`src/rtl/decode_stage_if.sv`:
```
// Handshake and result bundle between fetch, the decode stage, execute and writeback.
// The decode stage is the slave; the fetch/execute/writeback side is the master.
interface decode_stage_if #(
    parameter int ISA_WIDTH      = 16,
    parameter int REG_ADDR_WIDTH = 4
);
    localparam int NREG       = 1 << REG_ADDR_WIDTH;
    localparam int IMM_WIDTH0 = ISA_WIDTH - 3 - 2 * REG_ADDR_WIDTH;
    localparam int IMM_WIDTH1 = ISA_WIDTH - 3 - REG_ADDR_WIDTH;

    logic                      in_valid;
    logic                      in_ready;
    logic [ISA_WIDTH-1:0]      in_inst;
    logic                      out_valid;
    logic                      out_ready;
    logic [2:0]                out_opcode;
    logic [REG_ADDR_WIDTH-1:0] out_rd;
    logic [REG_ADDR_WIDTH-1:0] out_rs1;
    logic [REG_ADDR_WIDTH-1:0] out_rs2;
    logic [IMM_WIDTH0-1:0]     out_imm0;
    logic [IMM_WIDTH1-1:0]     out_imm1;
    logic                      out_funct;
    logic                      out_we;
    logic                      out_illegal;
    logic                      wb_valid;
    logic [REG_ADDR_WIDTH-1:0] wb_rd;
    logic                      flush;
    logic [NREG-1:0]           busy;

    modport master (
        output in_valid, in_inst, out_ready, wb_valid, wb_rd, flush,
        input  in_ready, out_valid, out_opcode, out_rd, out_rs1, out_rs2,
               out_imm0, out_imm1, out_funct, out_we, out_illegal, busy
    );

    modport slave (
        input  in_valid, in_inst, out_ready, wb_valid, wb_rd, flush,
        output in_ready, out_valid, out_opcode, out_rd, out_rs1, out_rs2,
               out_imm0, out_imm1, out_funct, out_we, out_illegal, busy
    );
endinterface

```
`src/rtl/decode_stage.sv`:
```
// Registered decode stage for the LOAD/STORE/MOV/MAC ISA with a per-register
// busy scoreboard that stalls issue on RAW/WAW hazards until writeback.
module decode_stage #(
    parameter int ISA_WIDTH      = 16,
    parameter int REG_ADDR_WIDTH = 4
) (
    input logic           clk,
    input logic           rst_n,
    decode_stage_if.slave bus
);
    localparam int R          = REG_ADDR_WIDTH;
    localparam int NREG       = 1 << R;
    localparam int IMM_WIDTH0 = ISA_WIDTH - 3 - 2 * R;
    localparam int IMM_WIDTH1 = ISA_WIDTH - 3 - R;

    localparam logic [2:0] OP_LOAD  = 3'b000;
    localparam logic [2:0] OP_STORE = 3'b001;
    localparam logic [2:0] OP_MOV   = 3'b010;
    localparam logic [2:0] OP_MAC   = 3'b100;

    logic [2:0]            w_opcode;
    logic [R-1:0]          w_fa, w_fb, w_fc;
    logic [R-1:0]          w_rd, w_rs1, w_rs2;
    logic [IMM_WIDTH0-1:0] w_imm0;
    logic [IMM_WIDTH1-1:0] w_imm1;
    logic                  w_funct, w_we, w_illegal;
    logic [NREG-1:0]       w_need, w_wb_mask, w_busy_nxt;
    logic                  w_hazard, w_in_ready, w_accept;

    logic                  r_out_valid;
    logic [2:0]            r_opcode;
    logic [R-1:0]          r_rd, r_rs1, r_rs2;
    logic [IMM_WIDTH0-1:0] r_imm0;
    logic [IMM_WIDTH1-1:0] r_imm1;
    logic                  r_funct, r_we, r_illegal;
    logic [NREG-1:0]       r_busy;

    assign w_opcode = bus.in_inst[ISA_WIDTH-1 -: 3];
    assign w_fa     = bus.in_inst[ISA_WIDTH-4 -: R];
    assign w_fb     = bus.in_inst[ISA_WIDTH-4-R -: R];
    assign w_fc     = bus.in_inst[ISA_WIDTH-4-2*R -: R];

    // w_need collects every register the instruction reads plus its rd when it writes.
    always_comb begin
        // NOTE: every output of this block gets a default first so no path leaves
        // a variable unassigned, which would otherwise infer a latch.
        w_rd      = '0;
        w_rs1     = '0;
        w_rs2     = '0;
        w_imm0    = '0;
        w_imm1    = '0;
        w_funct   = 1'b0;
        w_we      = 1'b0;
        w_illegal = 1'b0;
        w_need    = '0;
        case (w_opcode)
            OP_LOAD: begin
                w_rd         = w_fa;
                w_rs1        = w_fb;
                w_imm0       = bus.in_inst[IMM_WIDTH0-1:0];
                w_we         = 1'b1;
                w_need[w_fb] = 1'b1;
                w_need[w_fa] = 1'b1;
            end
            OP_STORE: begin
                w_rs1        = w_fa;
                w_rs2        = w_fb;
                w_need[w_fa] = 1'b1;
                w_need[w_fb] = 1'b1;
            end
            OP_MOV: begin
                w_rd         = w_fa;
                w_imm1       = bus.in_inst[IMM_WIDTH1-1:0];
                w_we         = 1'b1;
                w_need[w_fa] = 1'b1;
            end
            OP_MAC: begin
                w_rd         = w_fa;
                w_we         = 1'b1;
                w_funct      = bus.in_inst[0];
                w_need[w_fa] = 1'b1;
                if (bus.in_inst[0]) begin
                    w_rs2        = w_fb;
                    w_need[w_fb] = 1'b1;
                end else begin
                    w_rs1        = w_fb;
                    w_rs2        = w_fc;
                    w_need[w_fb] = 1'b1;
                    w_need[w_fc] = 1'b1;
                end
            end
            default: w_illegal = 1'b1;
        endcase
    end

    // A register released by writeback this cycle counts as free for the hazard check.
    always_comb begin
        w_wb_mask = '0;
        if (bus.wb_valid) w_wb_mask[bus.wb_rd] = 1'b1;
    end

    assign w_hazard   = |(w_need & r_busy & ~w_wb_mask);
    assign w_in_ready = (!r_out_valid || bus.out_ready) && !w_hazard && !bus.flush;
    assign w_accept   = bus.in_valid && w_in_ready;

    // Clears (writeback, flushed entry) apply first so a same-cycle set wins.
    always_comb begin
        w_busy_nxt = r_busy & ~w_wb_mask;
        if (bus.flush && r_out_valid && r_we) w_busy_nxt[r_rd] = 1'b0;
        if (w_accept && w_we)                 w_busy_nxt[w_rd] = 1'b1;
    end

    always_ff @(posedge clk or negedge rst_n) begin
        if (!rst_n) begin
            r_out_valid <= 1'b0;
            r_opcode    <= '0;
            r_rd        <= '0;
            r_rs1       <= '0;
            r_rs2       <= '0;
            r_imm0      <= '0;
            r_imm1      <= '0;
            r_funct     <= 1'b0;
            r_we        <= 1'b0;
            r_illegal   <= 1'b0;
            r_busy      <= '0;
        end else begin
            // NOTE: non-blocking assignments so every register samples pre-edge values.
            r_busy <= w_busy_nxt;
            if (w_accept) begin
                r_out_valid <= 1'b1;
                r_opcode    <= w_opcode;
                r_rd        <= w_rd;
                r_rs1       <= w_rs1;
                r_rs2       <= w_rs2;
                r_imm0      <= w_imm0;
                r_imm1      <= w_imm1;
                r_funct     <= w_funct;
                r_we        <= w_we;
                r_illegal   <= w_illegal;
            end else if (bus.flush || bus.out_ready) begin
                r_out_valid <= 1'b0;
            end
        end
    end

    assign bus.in_ready    = w_in_ready;
    assign bus.out_valid   = r_out_valid;
    assign bus.out_opcode  = r_opcode;
    assign bus.out_rd      = r_rd;
    assign bus.out_rs1     = r_rs1;
    assign bus.out_rs2     = r_rs2;
    assign bus.out_imm0    = r_imm0;
    assign bus.out_imm1    = r_imm1;
    assign bus.out_funct   = r_funct;
    assign bus.out_we      = r_we;
    assign bus.out_illegal = r_illegal;
    assign bus.busy        = r_busy;
endmodule

```
`src/flat_wrapper.sv`:
```
// flat-port wrapper written by rule: the top's interface ports become plain ports
module decode_stage_flat 
#(
    parameter int ISA_WIDTH      = 16,
    parameter int REG_ADDR_WIDTH = 4
)
  (clk, rst_n, bus_in_valid, bus_in_inst, bus_out_ready, bus_wb_valid, bus_wb_rd, bus_flush, bus_in_ready, bus_out_valid, bus_out_opcode, bus_out_rd, bus_out_rs1, bus_out_rs2, bus_out_imm0, bus_out_imm1, bus_out_funct, bus_out_we, bus_out_illegal, bus_busy);
  decode_stage_if #(.ISA_WIDTH(ISA_WIDTH), .REG_ADDR_WIDTH(REG_ADDR_WIDTH)) bus_i ();
  input logic clk;
  input logic rst_n;
  input wire logic [$bits(bus_i.in_valid)-1:0] bus_in_valid;
  input wire logic [$bits(bus_i.in_inst)-1:0] bus_in_inst;
  input wire logic [$bits(bus_i.out_ready)-1:0] bus_out_ready;
  input wire logic [$bits(bus_i.wb_valid)-1:0] bus_wb_valid;
  input wire logic [$bits(bus_i.wb_rd)-1:0] bus_wb_rd;
  input wire logic [$bits(bus_i.flush)-1:0] bus_flush;
  output wire logic [$bits(bus_i.in_ready)-1:0] bus_in_ready;
  output wire logic [$bits(bus_i.out_valid)-1:0] bus_out_valid;
  output wire logic [$bits(bus_i.out_opcode)-1:0] bus_out_opcode;
  output wire logic [$bits(bus_i.out_rd)-1:0] bus_out_rd;
  output wire logic [$bits(bus_i.out_rs1)-1:0] bus_out_rs1;
  output wire logic [$bits(bus_i.out_rs2)-1:0] bus_out_rs2;
  output wire logic [$bits(bus_i.out_imm0)-1:0] bus_out_imm0;
  output wire logic [$bits(bus_i.out_imm1)-1:0] bus_out_imm1;
  output wire logic [$bits(bus_i.out_funct)-1:0] bus_out_funct;
  output wire logic [$bits(bus_i.out_we)-1:0] bus_out_we;
  output wire logic [$bits(bus_i.out_illegal)-1:0] bus_out_illegal;
  output wire logic [$bits(bus_i.busy)-1:0] bus_busy;
  assign bus_i.in_valid = bus_in_valid;
  assign bus_i.in_inst = bus_in_inst;
  assign bus_i.out_ready = bus_out_ready;
  assign bus_i.wb_valid = bus_wb_valid;
  assign bus_i.wb_rd = bus_wb_rd;
  assign bus_i.flush = bus_flush;
  assign bus_in_ready = bus_i.in_ready;
  assign bus_out_valid = bus_i.out_valid;
  assign bus_out_opcode = bus_i.out_opcode;
  assign bus_out_rd = bus_i.out_rd;
  assign bus_out_rs1 = bus_i.out_rs1;
  assign bus_out_rs2 = bus_i.out_rs2;
  assign bus_out_imm0 = bus_i.out_imm0;
  assign bus_out_imm1 = bus_i.out_imm1;
  assign bus_out_funct = bus_i.out_funct;
  assign bus_out_we = bus_i.out_we;
  assign bus_out_illegal = bus_i.out_illegal;
  assign bus_busy = bus_i.busy;
  decode_stage #(.ISA_WIDTH(ISA_WIDTH), .REG_ADDR_WIDTH(REG_ADDR_WIDTH)) u_core (.clk(clk), .rst_n(rst_n), .bus(bus_i));
endmodule
```
`config.mk`:
```
export PLATFORM = sky130hd
export DESIGN_NAME = decode_stage_flat
export DESIGN_NICKNAME = d
export VERILOG_FILES = /design/src/rtl/decode_stage_if.sv /design/src/rtl/decode_stage.sv /design/src/flat_wrapper.sv
export SDC_FILE = /design/constraint.sdc
export NUM_CORES = 1
export LEC_CHECK = 0
export CAP_MARGIN = 20
export CORE_ASPECT_RATIO = 0.6
export CORE_UTILIZATION = 45
export CTS_CLUSTER_SIZE = 10
export DETAILED_ROUTE_END_ITERATION = 8
export GPL_TIMING_DRIVEN = 0
export PLACE_DENSITY = 0.77
export SLEW_MARGIN = 15
export SYNTH_ARGS = -nofsm -noshare
export SYNTH_HDL_FRONTEND = slang
export SYNTH_SLANG_ARGS = --single-unit
```
`constraint.sdc`:
```
create_clock -name clk -period 2 [get_ports clk]
set_input_delay 0.2 -clock clk [delete_from_list [all_inputs] [get_ports clk]]
set_output_delay 0.2 -clock clk [all_outputs]
set_load 0.005 [all_outputs]
```
# Word-level counts from Yosys, hierarchy flattened
# Cells that the tools add are included.
# word_totals
output_inout_bits	50
regBits	49
wordCells	87
input_bits	26
# op_classes
n_mux	29
eq_ne	3
n_bitwise	9
n_reduce_logical	23
magnitude_cmp	12
# ops
operator	n
bitwise AND 16 bit	4
two-way mux 16 bit	4
bitwise OR 16 bit	3
case mux 16 bit (3 select lines)	1
NOT 16 bit	2
less-than comparator 4 x 5 -> 1 bit, second input constant	6
demux 1 bit (select 4 bit)	6
>= comparator 4 x 1 -> 1 bit, second input constant	6
OR reduction 16 bit	1
logical AND 1 bit	12
two-way mux 4 bit	3
case mux 4 bit (3 select lines)	1
two-way mux 1 bit	11
two-way mux 9 bit	1
case mux 4 bit (2 select lines)	1
two-way mux 5 bit	1
OR reduction 4 bit	1
equality test 3 x 1 -> 1 bit, second input constant	1
equality test 3 x 2 -> 1 bit, second input constant	1
equality test 3 bit, second input constant	1
zero test 1 bit	3
zero test 3 bit	1
OR reduction 3 bit	1
logical OR 1 bit	2
other kinds (2)	2

# Longest topological paths before layout
# depth
ltp_word	17
mapped_depth	11
ltp_nobuf	8

# Least setup slack after synthesis
# No wires, ideal clock.
# synth_path
path_type	input to register
from	input bus_wb_rd[3]
to	register u_core.r_opcode[1], in the netlist u_core.bus.out_opcode[1]
path_buffers	2
required_time_ps	1878
slack_ps	-227
stages	10
setup_time_ps	122
arrival_ps	2106
path_cell_list	or3b_4 o21ai_4 o22ai_2 a21oi_2 o211ai_1 a211oi_2 nand3_4 buf_6 buf_6 a32o_1
# synth_via
elab_chain_cells	12
elab_cells_between_ends	13
cone_classes	order compare (2); mux (3); bitwise (2); reduce/logical (6)
# synth_lines
item	line_no	rtl
start: declaration	flat_wrapper.sv:15	input wire logic [$bits(bus_i.wb_rd)-1:0] bus_wb_rd;
less-than comparator 4 x 5 -> 1 bit (implied by the code) / >= comparator 4 x 1 -> 1 bit (equally long branches)	decode_stage.sv:99	if (bus.wb_valid) w_wb_mask[bus.wb_rd] = 1'b1;
logical AND 1 bit (implied by the code)	decode_stage.sv:99	
two-way mux 1 bit (implied by the code)	decode_stage.sv:99	
demux 1 bit (select 4 bit) (*)	--	
two-way mux 16 bit (*)	decode_stage.sv:99	
NOT 16 bit (*)	decode_stage.sv:102	assign w_hazard = |(w_need & r_busy & ~w_wb_mask);
bitwise AND 16 bit (*)	decode_stage.sv:102	
OR reduction 16 bit (*)	decode_stage.sv:102	
zero test 1 bit (*)	decode_stage.sv:103	assign w_in_ready = (!r_out_valid || bus.out_ready) && !w_hazard && !bus.flush;
logical AND 1 bit (*) (2 in series)	decode_stage.sv:103	
logical AND 1 bit (*)	decode_stage.sv:104	assign w_accept = bus.in_valid && w_in_ready;
end signal: assignment	decode_stage.sv:131	r_opcode <= w_opcode;
end: declaration	decode_stage.sv:31	logic [2:0] r_opcode;
# Mark *: on every way between the ends. The rest lies on a longest branch, timed or not.
# A chain may end at the register's enable or synchronous reset.

# Worst setup path after layout
# layout_path
from	input bus_wb_rd[2]
to	register u_core.r_imm1[1], in the netlist u_core.bus.out_imm1[1]
# layout_via
elab_chain_cells	12
elab_cells_between_ends	13
cone_classes	order compare (2); mux (3); bitwise (2); reduce/logical (6)
# layout_lines
item	line_no	rtl
less-than comparator 4 x 5 -> 1 bit (implied by the code) / >= comparator 4 x 1 -> 1 bit (equally long branches)	decode_stage.sv:99	
logical AND 1 bit (implied by the code)	decode_stage.sv:99	
two-way mux 1 bit (implied by the code)	decode_stage.sv:99	
demux 1 bit (select 4 bit) (*)	--	
two-way mux 16 bit (*)	decode_stage.sv:99	
NOT 16 bit (*)	decode_stage.sv:102	
bitwise AND 16 bit (*)	decode_stage.sv:102	
OR reduction 16 bit (*)	decode_stage.sv:102	
zero test 1 bit (*)	decode_stage.sv:103	
logical AND 1 bit (*) (2 in series)	decode_stage.sv:103	
logical AND 1 bit (*)	decode_stage.sv:104	
end signal: assignment	decode_stage.sv:136	r_imm1 <= w_imm1;
end: declaration	decode_stage.sv:34	logic [IMM_WIDTH1-1:0] r_imm1;
# Marked as above.

==> metrics.csv <==
metric,value,unit
vias in the first global route,3122,
Worst Reg-to-Reg Cells,9,
Cells on Worst Hold Path,3,
antenna violations before repair,0,
Worst-Margin Slew,811,ps
Synthesized Nets,355,
fraction of layout cells with a size suffix above 1,0.323,
clock skew,11.2,ps
TritonCTS clock tree,yes,
Max Slew Vio Count,0,
maximum number of pins on one net before global-route repair,27,
drt first pass iters,5,
CTS buffer count,5,
drt drc,0,
synthesized area per cell,9.71,µm²
LEAKAGE,2.07,nW
Clock H-tree levels,2,
area delta synth->final,49.8,%
outcome,"finished, violations left",
Place WS,-1340,ps
gp weighted congestion,0.995,
"antenna viol nets, final",0,
first-pass GRT wire length,17.3,mm
top_reg_cell synth,dfrtp_1,
die area,0.00745,mm²
number of port buffers,72,
hold_sp,bus_in_inst[2],
CTS Sinks,49,
vias per inst,6.33,
unrepaired setup endpoints after global routing,true,
CP max FO,6,
Placed Instances,489,
reg2reg start,u_core.bus.busy[6],
Critical Path Source Type,input pin,
filler cell count,492,
ant diodes,0,
register area share after synthesis,0.384,
"most common cell after layout, fill and taps aside",clkdlybuf4s50_1,
Final period util,1.16,
most frequent cells in the layout,"55 x clkdlybuf4s50_1, 49 x dfrtp_1, 23 x buf_4, 23 x nand2_1, 21 x nor2_1",
Synth area leader,dfrtp_1,
Finished Core Util,0.707,
Max-slew headroom,0.455,
Vias,3297,
Syn Inst Count,329,
Async SR Flop Fraction,1.00,
Hold Crit Class,in -> reg,
Worst R2R Setup Slack,-290,ps
Final Hold Fails,0,
synth warn,0,
Area contributors post-synth,"dfrtp_1 38%, o41ai_2 5.6%, mux2_2 4.6%, mux2i_1 4.1%, nand2_1 3.2%",
Synth cell types,60,
Setup WS post-layout,-328,ps
CP Class,in -> reg,
Final nets,459,
FP Rows,23,
f_max,430,MHz
Max clock buf depth,2,
total track usage,0.306,
initial drt markers,365,
Crit Reg-Reg Endpoint,u_core.bus.out_rs1[3],
Final Non-Filler Cells,521,
die height,67.3,µm
setup violators final,50,
fin crit period,2330,ps
dpl hpwl,7.85,mm
power per standard cell area,690,mW/mm²
routed wire length,11.5,mm
mapped cell area,0.00319,mm²
crit path DAT,2510,ps
WL/cell,22.1,µm
"CTS clk-pin slew, worst paths",70,ps
Post-Layout Inst Area,0.00478,mm²
IO Count,76,
grt total ovfl,0,
Hold EP,u_core.bus.out_imm0[2],
failing checks,setup timing,
"EDFF count, synth",0,
Initial Util,0.472,
Chip Width,111,µm
clock root cell,clkbuf_16,
Max rail drop VDD,482,µV
post-synth top area share,0.384,
Hold WS,330,ps
Post-DP Area,0.00408,mm²
Max-Cap Viols,0,
worst-skew pair later-pin latency,300,ps
Crit path required time,2180,ps
core area,0.00676,mm²
Yosys reg bits,49,
CP Capture Type,flop,
[flip-flops by register name, summed over array words and instances, names as in the netlist]
signal and flops:
u_core.bus.out_opcode 3, u_core.bus.out_imm0 5, u_core.bus.out_rd 4, u_core.bus.out_funct 1
u_core.bus.out_rs1 4, u_core.bus.out_illegal 1, u_core.bus.out_imm1 9, u_core.bus.out_rs2 4
u_core.bus.busy 16, u_core.bus.out_we 1, u_core.bus.out_valid 1
[cells by family (layout without fill, tap and decap cells)]
kind of cell / after synthesis / in the layout / share of synthesized area
simple gates: 101 / 101 / 0.165
buf+inv: 40 / 145 / 0.0596
flops: 49 / 49 / 0.384
mux: 29 / 29 / 0.0972
compound gates: 110 / 110 / 0.294
[synth_stat cells (all sizes together) (2+ instances only)]
| cell type | count |
|---|---|
| a31oi | 2 |
| o32ai | 5 |
| o21ai | 22 |
| o221ai | 3 |
| nor2b | 5 |
| nor2 | 22 |
| mux2i | 13 |
| or2 | 7 |
| nand3b | 2 |
| nor3 | 6 |
| o211ai | 4 |
| buf | 10 |
| a31o | 2 |
| nand4 | 3 |
| o22ai | 6 |
| dfrtp | 49 |
| nand2b | 13 |
| o21bai | 6 |
| a21o | 7 |
| nor4 | 2 |
| a211oi | 2 |
| nand3 | 8 |
| o2111ai | 2 |
| or4 | 2 |
| a32oi | 2 |
| mux2 | 16 |
| clkbuf | 14 |
| o41ai | 16 |
| a22oi | 9 |
| a21oi | 6 |
| inv | 15 |
| a22o | 9 |
| nand2 | 27 |
[power breakdown]
part	internal (mW)	leakage (nW)	switching [mW]
Sequential	1.11	0.656	0.114
Clock	0.593	0.0842	0.404
Combinational	0.569	1.33	0.514
[metal layers]
metal,vias up,part of all wire,track usage,routed length [µm]
li1,1453,-,-,-
met1,1564,0.45,0.438,5150
met2,252,0.41,0.443,4660
met3,28,0.13,0.104,1490
met4,0,0.016,0.0683,185
met5,-,0,0,0
[how the worst max path moves through the flow]
stage,start,end,slack [ps],cells past startpoint
global route,bus_in_inst[6],u_core.bus.out_rs2[2],-410,10
global placement,bus_wb_rd[0],bus_in_ready,-1340,9
finish,bus_wb_rd[2],u_core.bus.out_imm1[1],-330,12
CTS,bus_wb_rd[3],u_core.bus.out_we,-310,13
detailed placement,bus_wb_rd[0],bus_in_ready,-1340,9
floorplan,bus_wb_rd[2],u_core.bus.out_opcode[1],-180,10
[area by class of cell]
cell class / instances / area, µm² / area share
multi-input cells: 240 / 2060 / 0.431
flip-flops and latches: 49 / 1230 / 0.256
repair buffers: 100 / 982 / 0.205
plain buffers: 21 / 176 / 0.0369
clock buffers: 5 / 125 / 0.0262
well taps: 87 / 109 / 0.0228
inverters: 16 / 60.1 / 0.0126
clock inverters: 3 / 43.8 / 0.00916
[metrics by stage]
stage / power [mW] / TNS (ps)
finish: 3.30 / -13750
global route: 3.41 / -17610
floorplan: 1.64 / -4070
global placement: 2.10 / -91970
detailed placement: 2.11 / -57590
CTS: 3.25 / -10720
[critical path, stage by stage]
cell and delay (ps):
buf_8 100, or3b_4 460, o21ai_4 270, mux2i_1 120, a32oi_1 240, a41oi_2 160, o21ai_2 150, buf_4 140
nand3_4 140, buf_4 180, buf_6 130, a22o_1 210
[timing repair]
| item | in CTS | in global routing |
|---|---|---|
| endpoints found under the setup margin | 50 | 50 |
| hold buffers | 1 | 0 |
| endpoints found under the hold margin | 25 | 0 |
| gates cloned | 3 | 0 |
| gates resized for setup | 105 | 20 |
| setup buffers | 19 | 7 |
| pin swaps | 19 | 20 |
No activity file was read; power rests on OpenSTA's default activity.
==> variant 1 (config.mk and constraints unchanged) <==
`REG_ADDR_WIDTH` is set to 4 in 3 places; all go to 2.
--- a/src/rtl/decode_stage_if.sv
+++ b/src/rtl/decode_stage_if.sv
@@ -2,7 +2,7 @@
 // The decode stage is the slave; the fetch/execute/writeback side is the master.
 interface decode_stage_if #(
     parameter int ISA_WIDTH      = 16,
-    parameter int REG_ADDR_WIDTH = 4
+    parameter int REG_ADDR_WIDTH = 2
 );
     localparam int NREG       = 1 << REG_ADDR_WIDTH;
     localparam int IMM_WIDTH0 = ISA_WIDTH - 3 - 2 * REG_ADDR_WIDTH;
--- a/src/rtl/decode_stage.sv
+++ b/src/rtl/decode_stage.sv
@@ -2,7 +2,7 @@
 // busy scoreboard that stalls issue on RAW/WAW hazards until writeback.
 module decode_stage #(
     parameter int ISA_WIDTH      = 16,
-    parameter int REG_ADDR_WIDTH = 4
+    parameter int REG_ADDR_WIDTH = 2
 ) (
     input logic           clk,
     input logic           rst_n,
--- a/src/flat_wrapper.sv
+++ b/src/flat_wrapper.sv
@@ -2,7 +2,7 @@
 module decode_stage_flat 
 #(
     parameter int ISA_WIDTH      = 16,
-    parameter int REG_ADDR_WIDTH = 4
+    parameter int REG_ADDR_WIDTH = 2
 )
   (clk, rst_n, bus_in_valid, bus_in_inst, bus_out_ready, bus_wb_valid, bus_wb_rd, bus_flush, bus_in_ready, bus_out_valid, bus_out_opcode, bus_out_rd, bus_out_rs1, bus_out_rs2, bus_out_imm0, bus_out_imm1, bus_out_funct, bus_out_we, bus_out_illegal, bus_busy);
   decode_stage_if #(.ISA_WIDTH(ISA_WIDTH), .REG_ADDR_WIDTH(REG_ADDR_WIDTH)) bus_i ();
Ports: changed (7 resized); port bits go from 76 to 62. No check against the original RTL was run, so the function may have changed too.
==> variant 1 against the original RTL <==
Worst setup slack better by 0.36 ns; die area down 40%; routed wire length down 57%; design area down 41%; clock skew down 0.0075 ns; sequential cell count down 12; sequential share of layout area up 7.2 points; first-iteration DRC count down 69%; core utilization up 3.0 points; total power down 38%; final cell count down 39%; synthesized area down 41%; largest power group unchanged; highest routed layer unchanged.
==> variant 1: results (changes against the original RTL) <==
Run status
  – Status: finished, final reports clean (was finished with violations)

Clocking
  – Maximum root-to-sink buffer count: 2 (unchanged)
  – Total CTS buffers: 5 (unchanged)
  – Root Buffer: clkbuf_8 (was clkbuf_16)
  – Worst-path clk slew: 0.07 ns (about the same)
  – CTS H-Tree Depth: 2 (unchanged)
  – Clk_lat worst skew: slightly below 0.3 ns

Yosys
  – Register area share after synthesis: 49.1% (was 38.4%)
  – Asr flop ratio synth: 100% (unchanged)
  – Post-synthesis mux area share: 21.2% (was 9.72%)
  – Adder-Cell Fraction of Synth Area: 0% (unchanged)
  – Cell variety after synth: 31 (was 60)
  – Mapped Nets: 208 (was 355)
  – Most used DFF post-synth: dfrtp_1 (unchanged)
  – Area contributors post-synth: dfrtp_1 (49%), mux2i_1 (12%), nand2_1 (5.8%) (was dfrtp_1 (38%), o41ai_2 (5.6%), mux2_2 (4.6%))
  – Commonest cells in the synthesized netlist: dfrtp_1 (37), nand2_1 (29), inv_1 (27), mux2i_1 (23), nor2_1 (16) (was dfrtp_1 (49), nand2_1 (27), nor2_1 (22), inv_1 (15))
  – Post-synthesis compound-gate area fraction: 8.50% (was 29.4%)
  – Yosys warnings: 0 (unchanged)
  – Synth Area in XOR/XNOR: 0% (unchanged)

Final layout
  – Layout cells sized above 1: 19.3% (was 32.3%)
  – Antenna cells: 0 (unchanged)
  – Nets: 292 (was 459)
  – Max reg flops: 11 (was 16)

Timing
  – Slew Limit Headroom: 61.6% (was 45.5%)
  – Clk_skew: 0.00370 ns (was 0.0112 ns)

Critical path
  – Worst R2R Setup Slack: 0.03 ns (was -0.29 ns)
  – Critical-path maximum fanout: 9 (was 6)
  – Critical Path AT: 2.15 ns (was 2.51 ns)
  – Worst R2R End: u_core.bus.out_opcode[1]$_DFFE_PN0P_ (was u_core.bus.out_rs1[3]$_DFFE_PN0P_)
  – FF-to-FF Start: u_core.bus.busy[2]$_DFF_PN0_ (was u_core.bus.busy[6]$_DFF_PN0_)
  – Worst R2R Path Depth: 7 (was 9)

Detailed routing
  – Drt wl/cell: 15.6 µm (was 22.1 µm)
  – DRT Pass-1 Iters: 4 (was 5)
  – Via count: 1650 (was 3297)
  – Initial detailed-routing violation count: 114 (was 365)
  – Antenna Nets Post-Route: 0 (unchanged)

Min path
  – Hold Crit Class: in -> async (was in -> reg)

Run
  – Max-cap violation count: 0 (unchanged)

Global route
  – Global-route wire length before repair: 7.64 mm (was 17.3 mm)
  – Vias in the first global route: 1531 (was 3122)
  – All-Layer GR Usage: 23.0% (was 30.6%)
  – Initial antenna violation count: 0 (unchanged)
  – Largest net degree at the start of global routing: 32 (was 27)

Power
  – VDD IR max: 0.509 mV (was 0.482 mV)
  – Leakage: 1.28 nW (was 2.07 nW)

Placed design
  – PortBufs: 60 (was 72)
  – GPL Wtd Cong: 0.800 (was 0.995)
  – Placed instance area: 2560 µm² (was 4080 µm²)
  – HPWL after DPL: 3.35 mm (was 7.85 mm)
-- variant 1: worst max-delay path: stages, from the launching register on --
cell and delay [ns]:
dfrtp_1 0.39, o21ai_4 0.09, mux4_2 0.45, o22a_1 0.22
o2111a_1 0.13, buf_6 0.15, buf_8 0.13, mux2_4 0.29
-- variant 1: how the worst max path moves through the flow --
stage	cells after the start	slack, ns	endpoint	startpoint
2_1_floorplan	7	0.05	u_core.bus.out_opcode[0]$_DFFE_PN0P_	u_core.bus.busy[2]$_DFF_PN0_
3_3_place_gp	9	-0.56	u_core.bus.out_opcode[2]$_DFFE_PN0P_	bus_wb_valid
3_5_place_dp	9	-0.60	u_core.bus.out_opcode[1]$_DFFE_PN0P_	bus_wb_valid
4_1_cts	9	0.02	u_core.bus.out_opcode[1]$_DFFE_PN0P_	bus_wb_rd[0]
5_1_grt	9	-0.01	u_core.bus.out_opcode[2]$_DFFE_PN0P_	bus_wb_rd[1]
6_report	7	0.03	u_core.bus.out_opcode[1]$_DFFE_PN0P_	u_core.bus.busy[2]$_DFF_PN0_
-- variant 1: stage by stage --
stage	hold slack, ns	total power (W)	util (%)	worst slack, ns	std cells
floorplan	-0.0956	0.00111	-	0.0508	184
global placement	0.495	0.00140	66.4	-0.563	291
detailed placement	0.0533	0.00142	66.8	-0.603	292
CTS	0.277	0.00202	72.2	0.0200	311
global route	0.290	0.00213	73.7	-0.0123	316
finish	0.284	0.00204	73.7	0.0293	316
-- variant 1: repair_timing --
item,CTS,global route
pin swaps,1,2
hold endpoints to repair,11,0
hold buffers,1,0
buffers inserted,10,3
endpoints found under the setup margin,38,32
gates resized for setup,22,8
cloned,0,1
-- variant 1: power breakdown --
part | internal (W) | switching [W]
Clock | 0.000311 | 0.000268
Combinational | 0.000349 | 0.000219
Sequential | 0.000835 | 0.0000562
-- variant 1: cell families (layout without fill, tap and decap cells) --
logic type | count (synthesis) | count (layout)
AOI/OAI and AO/OA | 20 | 20
and+or+nand+nor | 57 | 57
muxes | 35 | 35
DFF | 37 | 37
buffers and inverters | 35 | 120
-- variant 1: final cells by class --
| cell class | count | area (µm²) |
|---|---|---|
| fillers | 285 | 1010 |
| plain buffers | 8 | 71.3 |
| repair buffers | 77 | 737 |
| well taps | 47 | 58.8 |
| clock inverters | 1 | 5.00 |
| inverters | 27 | 101 |
| flip-flops and latches | 37 | 926 |
| multi-input cells | 112 | 826 |
| clock buffers | 7 | 96.3 |
-- variant 1: layer usage --
metal  global-route usage, %  share of wire (%)  vias to the layer above
met5                       0                  0                        -
met4                    4.72               0.81                        0
met3                    6.19                6.3                        8
met2                    32.9                 44                       63
met1                    34.8                 49                      792
li1                        -                  -                      787
==> variant 2 (same settings) <==
Made on the original files. Make the reset (`rst_n`) synchronous in one clocked block.
--- a/src/rtl/decode_stage.sv
+++ b/src/rtl/decode_stage.sv
@@ -110,7 +110,7 @@
         if (w_accept && w_we)                 w_busy_nxt[w_rd] = 1'b1;
     end
 
-    always_ff @(posedge clk or negedge rst_n) begin
+    always_ff @(posedge clk) begin
         if (!rst_n) begin
             r_out_valid <= 1'b0;
             r_opcode    <= '0;
Check against the original RTL: differs if rst_n is asserted again (counterexample within 4 cycles, from zero or initial values and one cycle with rst_n low); with rst_n held inactive, the same outputs for 10 cycles.
==> variant 2 against the original RTL <==
Synthesized area grew 5.8%; maximum frequency grew 3.7%; design area grew 11%; worst setup slack gained 0.084 ns; highest routed layer unchanged; routed wire length grew 26%; total power shrank 20%; sequential cell count is the same; the run still ends with setup timing left; largest cell class unchanged; core utilization grew 2.6 points; sequential share of layout area shrank 7.1 points; clock power is essentially flat; synthesized cell count grew 34%; count of clock-buffer cells in the layout is the same; critical path type unchanged.
==> variant 2: results (changes against the original RTL) <==
Placed design
  – HPWL after DPL: 9.64 mm (was 7.85 mm)
  – Placed cell count: 616 (was 489)
  – GPL Wtd Cong: 0.965 (was 0.995)
  – PortBufs: 71 (was 72)
  – Placed instance area: 4260 µm² (was 4080 µm²)

Detailed routing
  – Via count: 4182 (was 3297)
  – Initial detailed-routing violation count: 630 (was 365)
  – DR vias/cell: 6.27 (was 6.33)
  – Drt wl/cell: 21.7 µm (was 22.1 µm)
  – DRT Pass-1 Iters: 5 (unchanged)
  – Antenna Nets Post-Route: 0 (unchanged)

Clocking
  – Post-CTS setup buffers: 28 (was 19)
  – Total CTS buffers: 5 (unchanged)
  – CTS resizes: 169 (was 105)
  – Root Buffer: clkbuf_16 (unchanged)
  – Clk_lat worst skew: 0.30 ns (about the same)

Global route
  – Global-route wire length before repair: 20.8 mm (was 17.3 mm)
  – Initial antenna violation count: 0 (unchanged)
  – Largest net degree at the start of global routing: 16 (was 27)
  – All-Layer GR Usage: 35.5% (was 30.6%)
  – Vias in the first global route: 3732 (was 3122)

Timing
  – Setup violations, final: 49 (was 50)
  – Clk_skew: 0.00792 ns (was 0.0112 ns)
  – Slew Limit Headroom: 38.0% (was 45.5%)
  – WHS: 0.262 ns (was 0.330 ns)
  – Setup WS post-layout: -0.244 ns (was -0.328 ns)

Yosys
  – Commonest cells in the synthesized netlist: nand2_1 (88), dfxtp_1 (49), mux2i_1 (39), a21oi_1 (32), o21ai_0 (23) (was dfrtp_1 (49), nand2_1 (27), nor2_1 (22), inv_1 (15))
  – Area contributors post-synth: dfxtp_1 (29%), mux2i_1 (12%), nand2_1 (9.8%) (was dfrtp_1 (38%), o41ai_2 (5.6%), mux2_2 (4.6%))
  – Syn avg cell area: 7.66 µm² (was 9.71 µm²)
  – Cell variety after synth: 50 (was 60)
  – Register area share after synthesis: 29.0% (was 38.4%)
  – Asr flop ratio synth: 0% (was 100%)
  – Mapped Nets: 467 (was 355)

Power
  – VDD IR max: 0.325 mV (was 0.482 mV)
  – Leakage: 2.09 nW (was 2.07 nW)

Critical path
  – Worst R2R Setup Slack: -0.23 ns (was -0.29 ns)
  – Max stage delay on crit path: 0.53 ns (was 0.46 ns)
  – Worst path slowest cell: clkdlybuf4s50_1 (was or3b_4)
  – Critical-path maximum fanout: 10 (was 6)
  – Critical Path AT: 2.40 ns (was 2.51 ns)

Run status
  – Failing checks: setup timing (unchanged)
  – Status: finished with violations (unchanged)

Final layout
  – Nets: 589 (was 459)
  – Fill cells: 551 (was 492)
  – Layout cells sized above 1: 29.0% (was 32.3%)
## variant 2: cell types whose count changed in the layout (fill, tap and decap cells not counted), sizes merged, moves of 13 or more
cell     change
a21oi       +26
buf         +27
dfrtp       -49
dfxtp       +49
inv         -13
mux2        -14
mux2i       +26
nand2       +61
o2111ai     +13
or3         +13
## variant 2: path summary, 6_finish.rpt
kind / start / to
worst max-delay path: bus_in_inst[4] / u_core.bus.out_we$_SDFFE_PN0P_
worst min-delay path: bus_in_inst[12] / u_core.bus.out_rd[3]$_SDFFE_PN0P_
worst max register to register: u_core.bus.busy[6]$_SDFF_PN0_ / u_core.bus.out_we$_SDFFE_PN0P_
worst min register to register: u_core.bus.out_imm0[1]$_SDFFE_PN0P_ / u_core.bus.out_imm0[1]$_SDFFE_PN0P_
## variant 2: area by class of cell
cell class	instances	area (µm²)	share of cell area [%]
buffer	32	325	6.11
clock buffer	5	125	2.35
clock inverter	2	38.8	0.728
inverter	3	11.3	0.211
multi-input combinational	355	2590	48.6
sequential	49	990	18.6
tap	104	130	2.44
timing repair buffer	117	1120	21.0
## variant 2: metal layers
| metal | vias up | part of all wire, % | routed length (µm) | GRT usage [%] |
|---|---|---|---|---|
| li1 | 1847 | - | - | - |
| met1 | 1961 | 41 | 6010 | 52.4 |
| met2 | 335 | 40 | 5800 | 45.8 |
| met3 | 39 | 16 | 2390 | 15.1 |
| met4 | 0 | 2.1 | 307 | 10.1 |
| met5 | - | 0 | 0 | 0 |
## variant 2: critical path, delay by kind of cell
| family | cells | cell delay (ns) |
|---|---|---|
| buf+inv | 5 | 1.22 |
| simple gates | 2 | 0.47 |
| compound gates | 2 | 0.39 |
| mux | 1 | 0.11 |
## variant 2: cells by family (layout without fill, tap and decap cells)
logic type | count (synthesis) | count (layout) | share of synthesized area (%)
multiplexers | 41 | 41 | 12.2
flip-flops | 49 | 49 | 29.0
adder cells (fa/ha/maj) | 1 | 1 | 0.296
AND/OR/NAND/NOR | 209 | 209 | 31.6
buffers and inverters | 37 | 159 | 5.26
AO/OA/AOI/OAI | 104 | 104 | 21.6
## variant 2: per-stage QoR
step / total power, W / util, % / setup WS [ns] / setup TNS [ns]
after floorplan: 0.00127 / - / -0.202 / -6.76
after global placement: 0.00145 / 58.7 / -1.60 / -68.52
after detailed placement: 0.00146 / 58.7 / -1.52 / -65.49
after CTS: 0.00256 / 69.9 / -0.204 / -4.98
after global routing: 0.00268 / 73.3 / -0.304 / -11.64
final: 0.00262 / 73.3 / -0.244 / -8.60
## variant 2: where the power goes
part           total, W  internal [W]  switching (W)  leakage [nW]
combinational  0.000620      0.000284       0.000336          1.61
sequential      0.00101      0.000991      0.0000173         0.399
clock          0.000997      0.000589       0.000408        0.0803
